--- config.mk ---
export PLATFORM = sky130hd
export DESIGN_NAME = shift_array_sequencer
export DESIGN_NICKNAME = d
export VERILOG_FILES = /design/src/rtl/shift_array_sequencer.sv
export SDC_FILE = /design/constraint.sdc
export NUM_CORES = 1
export LEC_CHECK = 0
export CORE_AREA = 2 2 61 63
export CTS_CLUSTER_DIAMETER = 150
export DETAILED_ROUTE_END_ITERATION = 6
export DIE_AREA = 0 0 63 65
export GPL_ROUTABILITY_DRIVEN = 0
export PLACE_DENSITY = 0.81
export SLEW_MARGIN = 0
export SYNTH_ARGS = -nofsm -noshare
export SYNTH_HDL_FRONTEND = slang
export SYNTH_SLANG_ARGS = --single-unit
--- constraint.sdc ---
create_clock -name clk -period 2 [get_ports clk]
set_input_delay 0.2 -clock clk [delete_from_list [all_inputs] [get_ports clk]]
set_output_delay 0.2 -clock clk [all_outputs]
set_load 0.02 [all_outputs]
--- src/rtl/shift_array_sequencer.sv ---
// ---------------------------------------------------------------------------
// shift_array_sequencer
//
// Owns a 4-word register bank {R3,R2,R1,R0} and steps it through the
// word-array shifter function once per clock for a programmed number of
// steps. The host loads the bank and starts a sequence; the controller
// reports progress with busy and finishes with a one-cycle done pulse.
//
// Handshake: start is accepted only in IDLE (load has priority in the same
// cycle). After an accepted start, busy is high for exactly `count` cycles.
// done is then high for exactly one cycle. start/load outside IDLE are
// dropped, never queued.
//
// Optional feature: define SHIFT_SEQ_ABORT_EN to add the `abort` input.
// An abort in RUN skips the step that edge and goes straight to DONE.
//
// Ports:
//   clk        in   rising-edge clock
//   rst        in   synchronous active-high reset
//   load       in   write data_in into the bank (IDLE only)
//   data_in    in   4*WIDTH load value {R3,R2,R1,R0}
//   start      in   begin a sequence (IDLE only)
//   dir        in   shifter select, latched at start
//   count      in   CNT_W step count, latched at start
//   ir         in   WIDTH right fill word, latched at start
//   il         in   WIDTH left fill word, latched at start
//   abort      in   (SHIFT_SEQ_ABORT_EN only) end RUN early
//   q          out  4*WIDTH bank contents {R3,R2,R1,R0}
//   busy       out  high while in RUN
//   done       out  one-cycle pulse in DONE
//   state_dbg  out  current FSM state (0=IDLE, 1=RUN, 2=DONE)
// ---------------------------------------------------------------------------
module shift_array_sequencer #(
    parameter int WIDTH = 4,
    parameter int CNT_W = 4
) (
    input  logic                 clk,
    input  logic                 rst,
    input  logic                 load,
    input  logic [4*WIDTH-1:0]   data_in,
    input  logic                 start,
    input  logic                 dir,
    input  logic [CNT_W-1:0]     count,
    input  logic [WIDTH-1:0]     ir,
    input  logic [WIDTH-1:0]     il,
`ifdef SHIFT_SEQ_ABORT_EN
    input  logic                 abort,
`endif
    output logic [4*WIDTH-1:0]   q,
    output logic                 busy,
    output logic                 done,
    output logic [1:0]           state_dbg
);

    typedef enum logic [1:0] {
        S_IDLE = 2'd0,
        S_RUN  = 2'd1,
        S_DONE = 2'd2
    } state_t;

    state_t             state;
    logic [WIDTH-1:0]   r0, r1, r2, r3;
    logic               dir_q;
    logic [CNT_W-1:0]   remaining;
    logic [WIDTH-1:0]   ir_q, il_q;

    logic [WIDTH-1:0]   n0, n1, n2, n3;
    logic               abort_req;

`ifdef SHIFT_SEQ_ABORT_EN
    assign abort_req = abort;
`else
    assign abort_req = 1'b0;
`endif

    // One step of the word-array shifter. dir=0 moves words toward R3 with
    // the right fill entering at R0; dir=1 moves words toward R0 with the
    // left fill entering at R3. The words crossing the ends are shifted by
    // one bit (logical, truncated to WIDTH).
    always_comb begin
        n0 = '0;
        n1 = '0;
        n2 = '0;
        n3 = '0;
        if (!dir_q) begin
            n0 = ir_q >> 1;
            n1 = r0;
            n2 = r1;
            n3 = r2 << 1;
        end else begin
            n0 = r1 >> 1;
            n1 = r2;
            n2 = r3;
            n3 = il_q << 1;
        end
    end

    always_ff @(posedge clk) begin
        if (rst) begin
            state     <= S_IDLE;
            r0        <= '0;
            r1        <= '0;
            r2        <= '0;
            r3        <= '0;
            dir_q     <= 1'b0;
            remaining <= '0;
            ir_q      <= '0;
            il_q      <= '0;
            busy      <= 1'b0;
            done      <= 1'b0;
        end else begin
            case (state)
                S_IDLE: begin
                    busy <= 1'b0;
                    done <= 1'b0;
                    if (load) begin
                        {r3, r2, r1, r0} <= data_in;
                    end else if (start) begin
                        dir_q     <= dir;
                        remaining <= count;
                        ir_q      <= ir;
                        il_q      <= il;
                        if (count != '0) begin
                            state <= S_RUN;
                            busy  <= 1'b1;
                        end else begin
                            // Zero-length sequence: skip RUN entirely.
                            state <= S_DONE;
                            done  <= 1'b1;
                        end
                    end
                end
                S_RUN: begin
                    if (abort_req) begin
                        // Bank keeps its partial result; no step this edge.
                        state <= S_DONE;
                        busy  <= 1'b0;
                        done  <= 1'b1;
                    end else begin
                        {r3, r2, r1, r0} <= {n3, n2, n1, n0};
                        remaining        <= remaining - 1'b1;
                        if (remaining == CNT_W'(1)) begin
                            state <= S_DONE;
                            busy  <= 1'b0;
                            done  <= 1'b1;
                        end
                    end
                end
                S_DONE: begin
                    state <= S_IDLE;
                    busy  <= 1'b0;
                    done  <= 1'b0;
                end
                default: begin
                    state <= S_IDLE;
                    busy  <= 1'b0;
                    done  <= 1'b0;
                end
            endcase
        end
    end

    assign q         = {r3, r2, r1, r0};
    assign state_dbg = state;

endmodule

# Yosys cells after proc, flatten, opt, wreduce, memory -nomap -nowiden
# Index checks and enable logic that the tools add are counted.
totals:
  regBits: 32
  latchBits: 0
  ram_bits: 0
  romBits: 0
  inputBits: 33
  output_inout_bits: 20
  wordCells: 56
  mem_count: 0
op_classes:
  addsub: 1
  mul: 0
  n_div: 0
  magnitude_cmp: 0
  n_eq_ne: 6
  shifts: 0
  muxes: 30
  bitwise: 1
  reduce_logical: 7
op_table:
  columns: ["op", "n"]
  rows:
  - ["$pmux W4 S2", 5]
  - ["$mux W4", 9]
  - ["$reduce_and A3 Y1", 3]
  - ["$mux W1", 8]
  - ["$mux W2", 4]
  - ["$ne A2 B2 Y1 const B", 4]
  - ["$eq A4 B1 Y1 const B", 1]
  - ["$pmux W1 S2", 2]
  - ["$pmux W2 S2", 1]
  - ["$reduce_bool A4 Y1", 1]
  - ["$sub A4 B1 Y4 const B", 1]
  - ["$mux W3", 1]
  - ["$eq A2 B1 Y1 const B", 1]
  - ["$logic_not A2 Y1", 1]
  - ["$reduce_and A2 Y1", 1]
  - ["$reduce_bool A2 Y1", 1]
  - ["$not A1 Y1", 1]

# Depth between registers and ports, before layout
# Gate-level depths: netlist of the first run.
logic_depth:
  word_depth: 5
  mapped_depth: 5
  ltp_nobuf: 5

# Worst setup path after synthesis of the first run
# OpenSTA, ideal clock, no wires.
synth_path:
  kind: "register to register"
  from: "reg state[0] (netlist: state_dbg[0])"
  to: "reg remaining[0]"
  t_arrival_ps: 1324
  t_required_ps: 1868
  path_slack_ps: 544
  stages_incl_launch_ff: 6
  cell_sequence: "dfxtp_1 > buf_6 > or4b_4 > buf_6 > nand3_2 > a21oi_1"
synth_between:
  elab_chain_len: 3
  elab_cells_between_ends: 7
  classes_between: "eq/ne: 3; mux: 1; reduce/logical: 3"
synth_rtl:
  columns: ["item", "line", "rtl"]
  rows:
  - ["start, declared", "61", "state_t state;"]
  - ["start signal, assigned", "100", "state <= S_IDLE;"]
  - ["start signal, assigned", "124", "state <= S_RUN;"]
  - ["start signal, assigned", "128", "state <= S_DONE;"]
  - ["$eq A2 B1 Y1 / $logic_not A2 Y1 (equally long branches)", "112", "case (state)"]
  - ["$reduce_bool A2 Y1 (no line) / $ne A2 B2 Y1 (equally long branches)", null, null]
  - ["$reduce_and A3 Y1 (no line)", null, null]
  - ["end signal, assigned", "120", "remaining <= count;"]
  - ["end signal, assigned", "141", "remaining <= remaining - 1'b1;"]
  - ["end, declared", "64", "logic [CNT_W-1:0] remaining;"]
# Parallel ways exist; a longest one is shown, timed or not.
# A chain may end at the register's enable or synchronous reset.

# Worst setup path after layout of the first run
layout_path:
  from: "reg state[1] (netlist: state_dbg[1])"
  to: "out state_dbg[1]"
layout_rtl:
  columns: ["item", "line", "rtl"]
  rows:
  - ["end, declared", "52", "output logic [1:0] state_dbg"]
# No word-level cell between the ends.

==> results of run 1 <==
tightest hold or removal path, delay by kind of cell:
kind / cells / cell delay, ps
compound gates: 1 / 50
buf+inv: 1 / 390
simple gates: 1 / 50
kinds of logic (layout without fill, tap and decap cells):
logic type / count (synthesis) / count (layout) / share of synthesized area
AO/OA/AOI/OAI: 39 / 39 / 0.195
AND/OR/NAND/NOR: 71 / 71 / 0.250
buffers and inverters: 16 / 68 / 0.0564
multiplexers: 14 / 14 / 0.0890
adder cells (fa/ha/maj): 2 / 2 / 0.0159
flip-flops: 31 / 31 / 0.394
synthesized netlist by cell type (all sizes together) (2+ instances only):
library cell / n / area, um2
buf: 11 / 70.1
inv: 2 / 7.51
a2bb2oi: 2 / 17.5
mux2i: 14 / 140
nand3: 4 / 35.0
clkbuf: 3 / 11.3
nor3: 2 / 15.0
a21oi: 12 / 60.1
a32o: 14 / 140
o22ai: 3 / 18.8
nand2b: 17 / 106
ha: 2 / 25.0
dfxtp: 31 / 621
nand2: 32 / 120
nor2b: 4 / 25.0
nor2: 5 / 18.8
nand3b: 2 / 15.0
where the power goes:
part | switching (mW) | total, mW | internal (mW)
clock | 0.209 | 0.416 | 0.207
sequential | 0.0563 | 0.740 | 0.684
combinational | 0.244 | 0.507 | 0.264
total | 0.509 | 1.66 | 1.15
flip-flops by register name, summed over array words and instances (netlist names):
| signal | count |
|---|---|
| r0 | 4 |
| r1 | 4 |
| r2 | 4 |
| r3 | 4 |
| remaining | 4 |
| il_q | 3 |
| ir_q | 3 |
| state_dbg | 2 |
| busy | 1 |
| dir_q | 1 |
| done | 1 |
stage by stage:
stage	worst slack [ps]	util
2_1_floorplan	544	-
3_3_place_gp	226	0.605
3_5_place_dp	228	0.605
4_1_cts	296	0.625
5_1_grt	254	0.625
6_report	309	0.625
routing by layer:
layer / wire [um] / up-vias
li1: - / 720
met1: 1660 / 661
met2: 1720 / 42
met3: 191 / 6
met4: 55 / 0
met5: 0 / -
area by class of cell:
type                            count  area [um2]  share of cell area
Sequential cell                    31         621               0.284
Tap cell                           48        60.1              0.0275
Clock buffer                        8        68.8              0.0315
Inverter                            2        7.51             0.00344
Timing Repair Buffer               58         561               0.257
Multi-Input combinational cell    126         866               0.397
worst max path at each step:
stage,depth (start not counted),from,end
after floorplan,5,state_dbg[0]$_SDFFE_PP0P_,remaining[0]$_SDFFE_PP0P_
final,2,state_dbg[1]$_SDFFE_PP0P_,state_dbg[1]
after detailed placement,4,load,r0[0]$_SDFFE_PP0P_
after CTS,2,state_dbg[1]$_SDFFE_PP0P_,state_dbg[1]
after global routing,2,state_dbg[1]$_SDFFE_PP0P_,state_dbg[1]
after global placement,4,load,r0[2]$_SDFFE_PP0P_
==> flow_metrics.py, run 1 <==
metrics = {
    "worst_setup_path": {
        "r2r_slack_ps": 400,
        "crit_type": "reg -> out",
        "reg2reg_to": "r2[3]$_SDFFE_PP0P_",
        "cp_slowest_cell": "clkdlybuf4s50_1",
        "worst-r2r-cell-count": 4,
        "startpoint_type": "register",
        "path_cells": "buf_4 -> clkdlybuf4s50_1",
        "cpPeakStageDelay_ps": 620,
        "cp-end-kind": "primary output",
        "critPathBufInv": 2,
        "r2r-start": "state_dbg[0]$_SDFFE_PP0P_",
        "arrival_ps": 1490,
        "required_ps": 1800,
        "cp_max_fo": 13,
        "critical-path-top-delay-family": "buffers and inverters",
    },
    "synth": {
        "syn_nets": 208,
        "syn_avg_cell_area_um2": 9.11,
        "syn-cell-area_um2": 1580,
        "seq_area_frac_synth": 0.394,
        "synthFlopType": "dfxtp_1",
        "yosysWarnings": 0,
        "synth-edff-count": 0,
        "ys_ff_latch": 31,
        "syn_inst": 173,
        "synthArstFlopShare": 0,
        "yosys.cell_types.count": 34,
    },
    "layout": {
        "layout_common_cells": "clkdlybuf4s50_1, nand2_1, dfxtp_1",
        "final_common_cell": "clkdlybuf4s50_1",
        "finalNonFillerCells": 273,
        "diodes": 0,
        "final_nets": 259,
        "postLayoutCellArea_um2": 2180,
        "syn_to_final_growth_pct": 38.6,
        "final_layout_size_suffix_gt1_frac": 0.107,
        "fillers": 329,
    },
    "global_route": {
        "track_usage": 0.189,
        "met1_usage": 0.244,
        "grt_max_degree": 20,
        "top_usage_layer": "met2",
        "antenna_found_initial": 0,
        "grt_pass1_vias": 1354,
        "met2_usage": 0.299,
        "met3_usage": 0.0434,
        "grt_first_pass_wirelength_mm": 6.08,
        "grt_overflow": 0,
    },
    "die": {
        "io_pins": 53,
        "die-area_um2": 4100,
        "die_w_um": 63,
        "design.core.area_um2": 3500,
        "start_util": 0.451,
        "rows": 22,
        "chipHeight_um": 65,
    },
    "power": {
        "p_leak_nw": 0.788,
        "power_mw": 1.66,
        "powerDensity_nw_per_um2": 762,
        "ir_drop_mv": 0.423,
    },
    "route": {
        "wl_per_cell_um": 13.3,
        "drc_errors": 0,
        "drt_iter0_drc": 42,
        "antenna_left": 0,
        "via_per_inst": 5.23,
        "totalWireLength_mm": 3.63,
        "firstDrtPassIters": 4,
        "via_count": 1429,
    },
    "timing": {
        "hold_viol_final": 0,
        "fin_tns_setup_ps": 0,
        "setup_viol": 0,
        "hold_slack_ps": 412,
        "rsz0062_at_grt": "no",
        "drv_slew": 0,
        "min_period_ps": 1690,
        "max_slew_margin": 0.418,
        "tightest_slew_ps": 868,
        "timing.fmax_mhz": 591,
        "clock-skew-final_ps": 12.1,
        "period_share": 0.846,
    },
    "cts": {
        "cts_tree": "built",
        "cts_buffers": 5,
        "path_clk_slew_ps": 100,
        "post_cts_resized": 0,
        "cts_buffer_depth": 2,
        "htreeDepth": 2,
        "root_buffer": "clkbuf_4",
        "insertion_delay_ps": 340,
        "postCtsSetupBuffers": 0,
        "cts_sinks": 31,
        "ctsHoldBuffers": 0,
    },
    "placed_design": {
        "io_buffers": 50,
        "placed_cells": 265,
        "dp_hpwl_mm": 2.61,
        "placed_area_um2": 2110,
    },
    "min_path": {
        "hp-start": "il[2]",
        "worst_hold_path_type": "in -> reg",
        "hold_end": "il_q[2]$_SDFFE_PP0P_",
        "hold_depth": 3,
    },
    "flow_run": {
        "drv_cap": 0,
    },
    "run_status": {
        "status": "complete, no violations",
    },
}
Note: power is estimated with default switching activity, not from simulation.
==> run 2: changes to the inputs <==
--- a/config.mk
+++ b/config.mk
@@ -5,12 +5,12 @@
 export SDC_FILE = /design/constraint.sdc
 export NUM_CORES = 1
 export LEC_CHECK = 0
-export CORE_AREA = 2 2 61 63
+export CORE_AREA = 2 2 65 67
 export CTS_CLUSTER_DIAMETER = 150
 export DETAILED_ROUTE_END_ITERATION = 6
-export DIE_AREA = 0 0 63 65
+export DIE_AREA = 0 0 67 69
 export GPL_ROUTABILITY_DRIVEN = 0
-export PLACE_DENSITY = 0.81
+export PLACE_DENSITY = 0.75
 export SLEW_MARGIN = 0
 export SYNTH_ARGS = -nofsm -noshare
 export SYNTH_HDL_FRONTEND = slang
==> constraint.sdc (replaced) <==
create_clock -name clk -period 1.4 [get_ports clk]
set_input_delay 0.14 -clock clk [delete_from_list [all_inputs] [get_ports clk]]
set_output_delay 0.14 -clock clk [all_outputs]
set_load 0.02 [all_outputs]
==> run 2 against run 1 <==
Clock skew fell by 6.8 ps. First-iteration DRC count grew 120%. Critical path depth decreased by 1. Non-clock buffer count is 8 higher. Largest cell class unchanged.
==> flow_metrics.py, run 2 (synthesis gave the netlist of run 1 again) <==
metrics = {
    "run_status": {
        "status": "complete, no violations",
    },
    "die": {
        "die-area_um2": 4620,
        "chipHeight_um": 69,
        "die_w_um": 67,
        "design.core.area_um2": 3910,
        "rows": 23,
        "start_util": 0.402,
        "io_pins": 53,
    },
    "route": {
        "drt_iter0_drc": 93,
        "drc_errors": 0,
        "via_count": 1463,
        "totalWireLength_mm": 3.90,
        "wl_per_cell_um": 13.8,
        "firstDrtPassIters": 5,
        "antenna_left": 0,
        "via_per_inst": 5.19,
    },
    "timing": {
        "clock-skew-final_ps": 5.38,
        "hold_viol_final": 0,
        "max_slew_margin": 0.624,
        "rsz0062_at_grt": "no",
        "timing.fmax_mhz": 741,
        "drv_slew": 0,
        "min_period_ps": 1350,
        "period_share": 0.964,
        "setup_viol": 0,
        "hold_slack_ps": 402,
        "tightest_slew_ps": 562,
        "timing.final.ws_setup_ps": 51.0,
    },
    "layout": {
        "finalNonFillerCells": 282,
        "postLayoutCoreUtil": 0.583,
        "diodes": 0,
        "final_nets": 267,
        "fillers": 378,
        "postLayoutCellArea_um2": 2280,
        "seq_area_um2": 626,
        "final_layout_size_suffix_gt1_frac": 0.147,
        "multiInputGateArea_um2": 872,
        "syn_to_final_growth_pct": 44.8,
        "layout_common_cells": "nand2_1, clkdlybuf4s50_1, dfxtp_1",
    },
    "power": {
        "power_switching_share": 0.305,
        "p_int_mw": 1.73,
        "seq_power_share": 0.429,
        "combPwrFrac": 0.288,
        "p_leak_nw": 0.934,
        "ir_drop_mv": 0.641,
        "pwr-share-clk": 0.284,
        "powerDensity_nw_per_um2": 1090,
        "p_sw_uw": 763,
    },
    "cts": {
        "cts_buffer_depth": 2,
        "insertion_delay_ps": 280,
        "cts_buffers": 5,
        "path_clk_slew_ps": 60,
        "postCtsSetupBuffers": 0,
        "htreeDepth": 2,
        "ctsHoldBuffers": 0,
        "cts_tree": "built",
        "root_buffer": "clkbuf_8",
        "cts_sinks": 31,
    },
    "global_route": {
        "grt_overflow": 0,
        "grt_first_pass_wirelength_mm": 6.42,
        "antenna_found_initial": 0,
        "track_usage": 0.183,
        "grt_max_degree": 20,
        "grt_pass1_vias": 1376,
    },
    "worst_setup_path": {
        "arrival_ps": 1210,
        "critPathBufInv": 1,
        "cp_max_fo": 2,
        "path_cells": "clkdlybuf4s50_1",
        "cp_slowest_cell": "clkdlybuf4s50_1",
        "cpPeakStageDelay_ps": 600,
        "required_ps": 1260,
        "cp-end-kind": "primary output",
        "critical-path-top-delay-family": "buffers and inverters",
        "crit_type": "reg -> out",
        "startpoint_type": "register",
    },
    "placed_design": {
        "placed_cells": 275,
        "dp_hpwl_mm": 2.87,
        "io_buffers": 50,
        "placed_area_um2": 2190,
        "post-place-ws_ps": -376,
    },
    "flow_run": {
        "drv_cap": 0,
    },
    "min_path": {
        "worst_hold_path_type": "in -> reg",
    },
}
[run 2: timing repair]
item | in CTS | in global routing
resized for setup | 18 | 4
cloned | 0 | 0
pin swaps | 0 | 0
setup endpoints to repair | 30 | 10
[run 2: routing by layer]
layer / routed length, um / GRT usage / vias up / share of wire
met4: 51 / 0.0748 / 0 / 0.013
met1: 1740 / 0.235 / 680 / 0.45
met5: 0 / 0 / - / 0
met3: 232 / 0.0620 / 5 / 0.059
met2: 1880 / 0.276 / 41 / 0.48
li1: - / - / 737 / -
[run 2: per-stage QoR]
stage                     setup TNS, ps  power [mW]
after floorplan                       0        1.51
after global placement            -6470        1.83
after detailed placement          -7340        1.84
after CTS                             0        2.52
after global routing                  0        2.65
final                                 0        2.50
[run 2: path summary, 6_finish.rpt]
kind                                   from              endpoint  slack [ps]  depth (start not counted)
hold reg to reg        il_q[2]$_SDFFE_PP0P_  il_q[2]$_SDFFE_PP0P_         460                          2
setup reg to reg  state_dbg[0]$_SDFFE_PP0P_    r0[2]$_SDFFE_PP0P_          80                          5
hold / removal                        ir[1]  ir_q[1]$_SDFFE_PP0P_         400                          3
setup / recovery          busy$_SDFFE_PP0P_                  busy          50                          1
[run 2: cell type report]
type | count | area share
flip-flops and latches | 31 | 0.274
well taps | 50 | 0.0274
repair buffers | 66 | 0.274
clock inverters | 1 | 0.00219
multi-input cells | 126 | 0.382
clock buffers | 6 | 0.0362
inverters | 2 | 0.00329
[run 2: worst register-to-register path: stages, from the launching register on]
cell	delay [ps]
dfxtp_4	380
buf_4	150
nand2b_1	110
buf_4	230
nand2b_1	90
a32o_1	250
[run 2: power by group through the flow]
stage          sequential (mW)  clock, mW  combinational [mW]
6_report                  1.07      0.708               0.718
5_1_grt                   1.09      0.779               0.782
4_1_cts                   1.07      0.725               0.722
3_5_place_dp              1.09          0               0.754
3_3_place_gp              1.09          0               0.742
2_1_floorplan             1.15          0               0.363
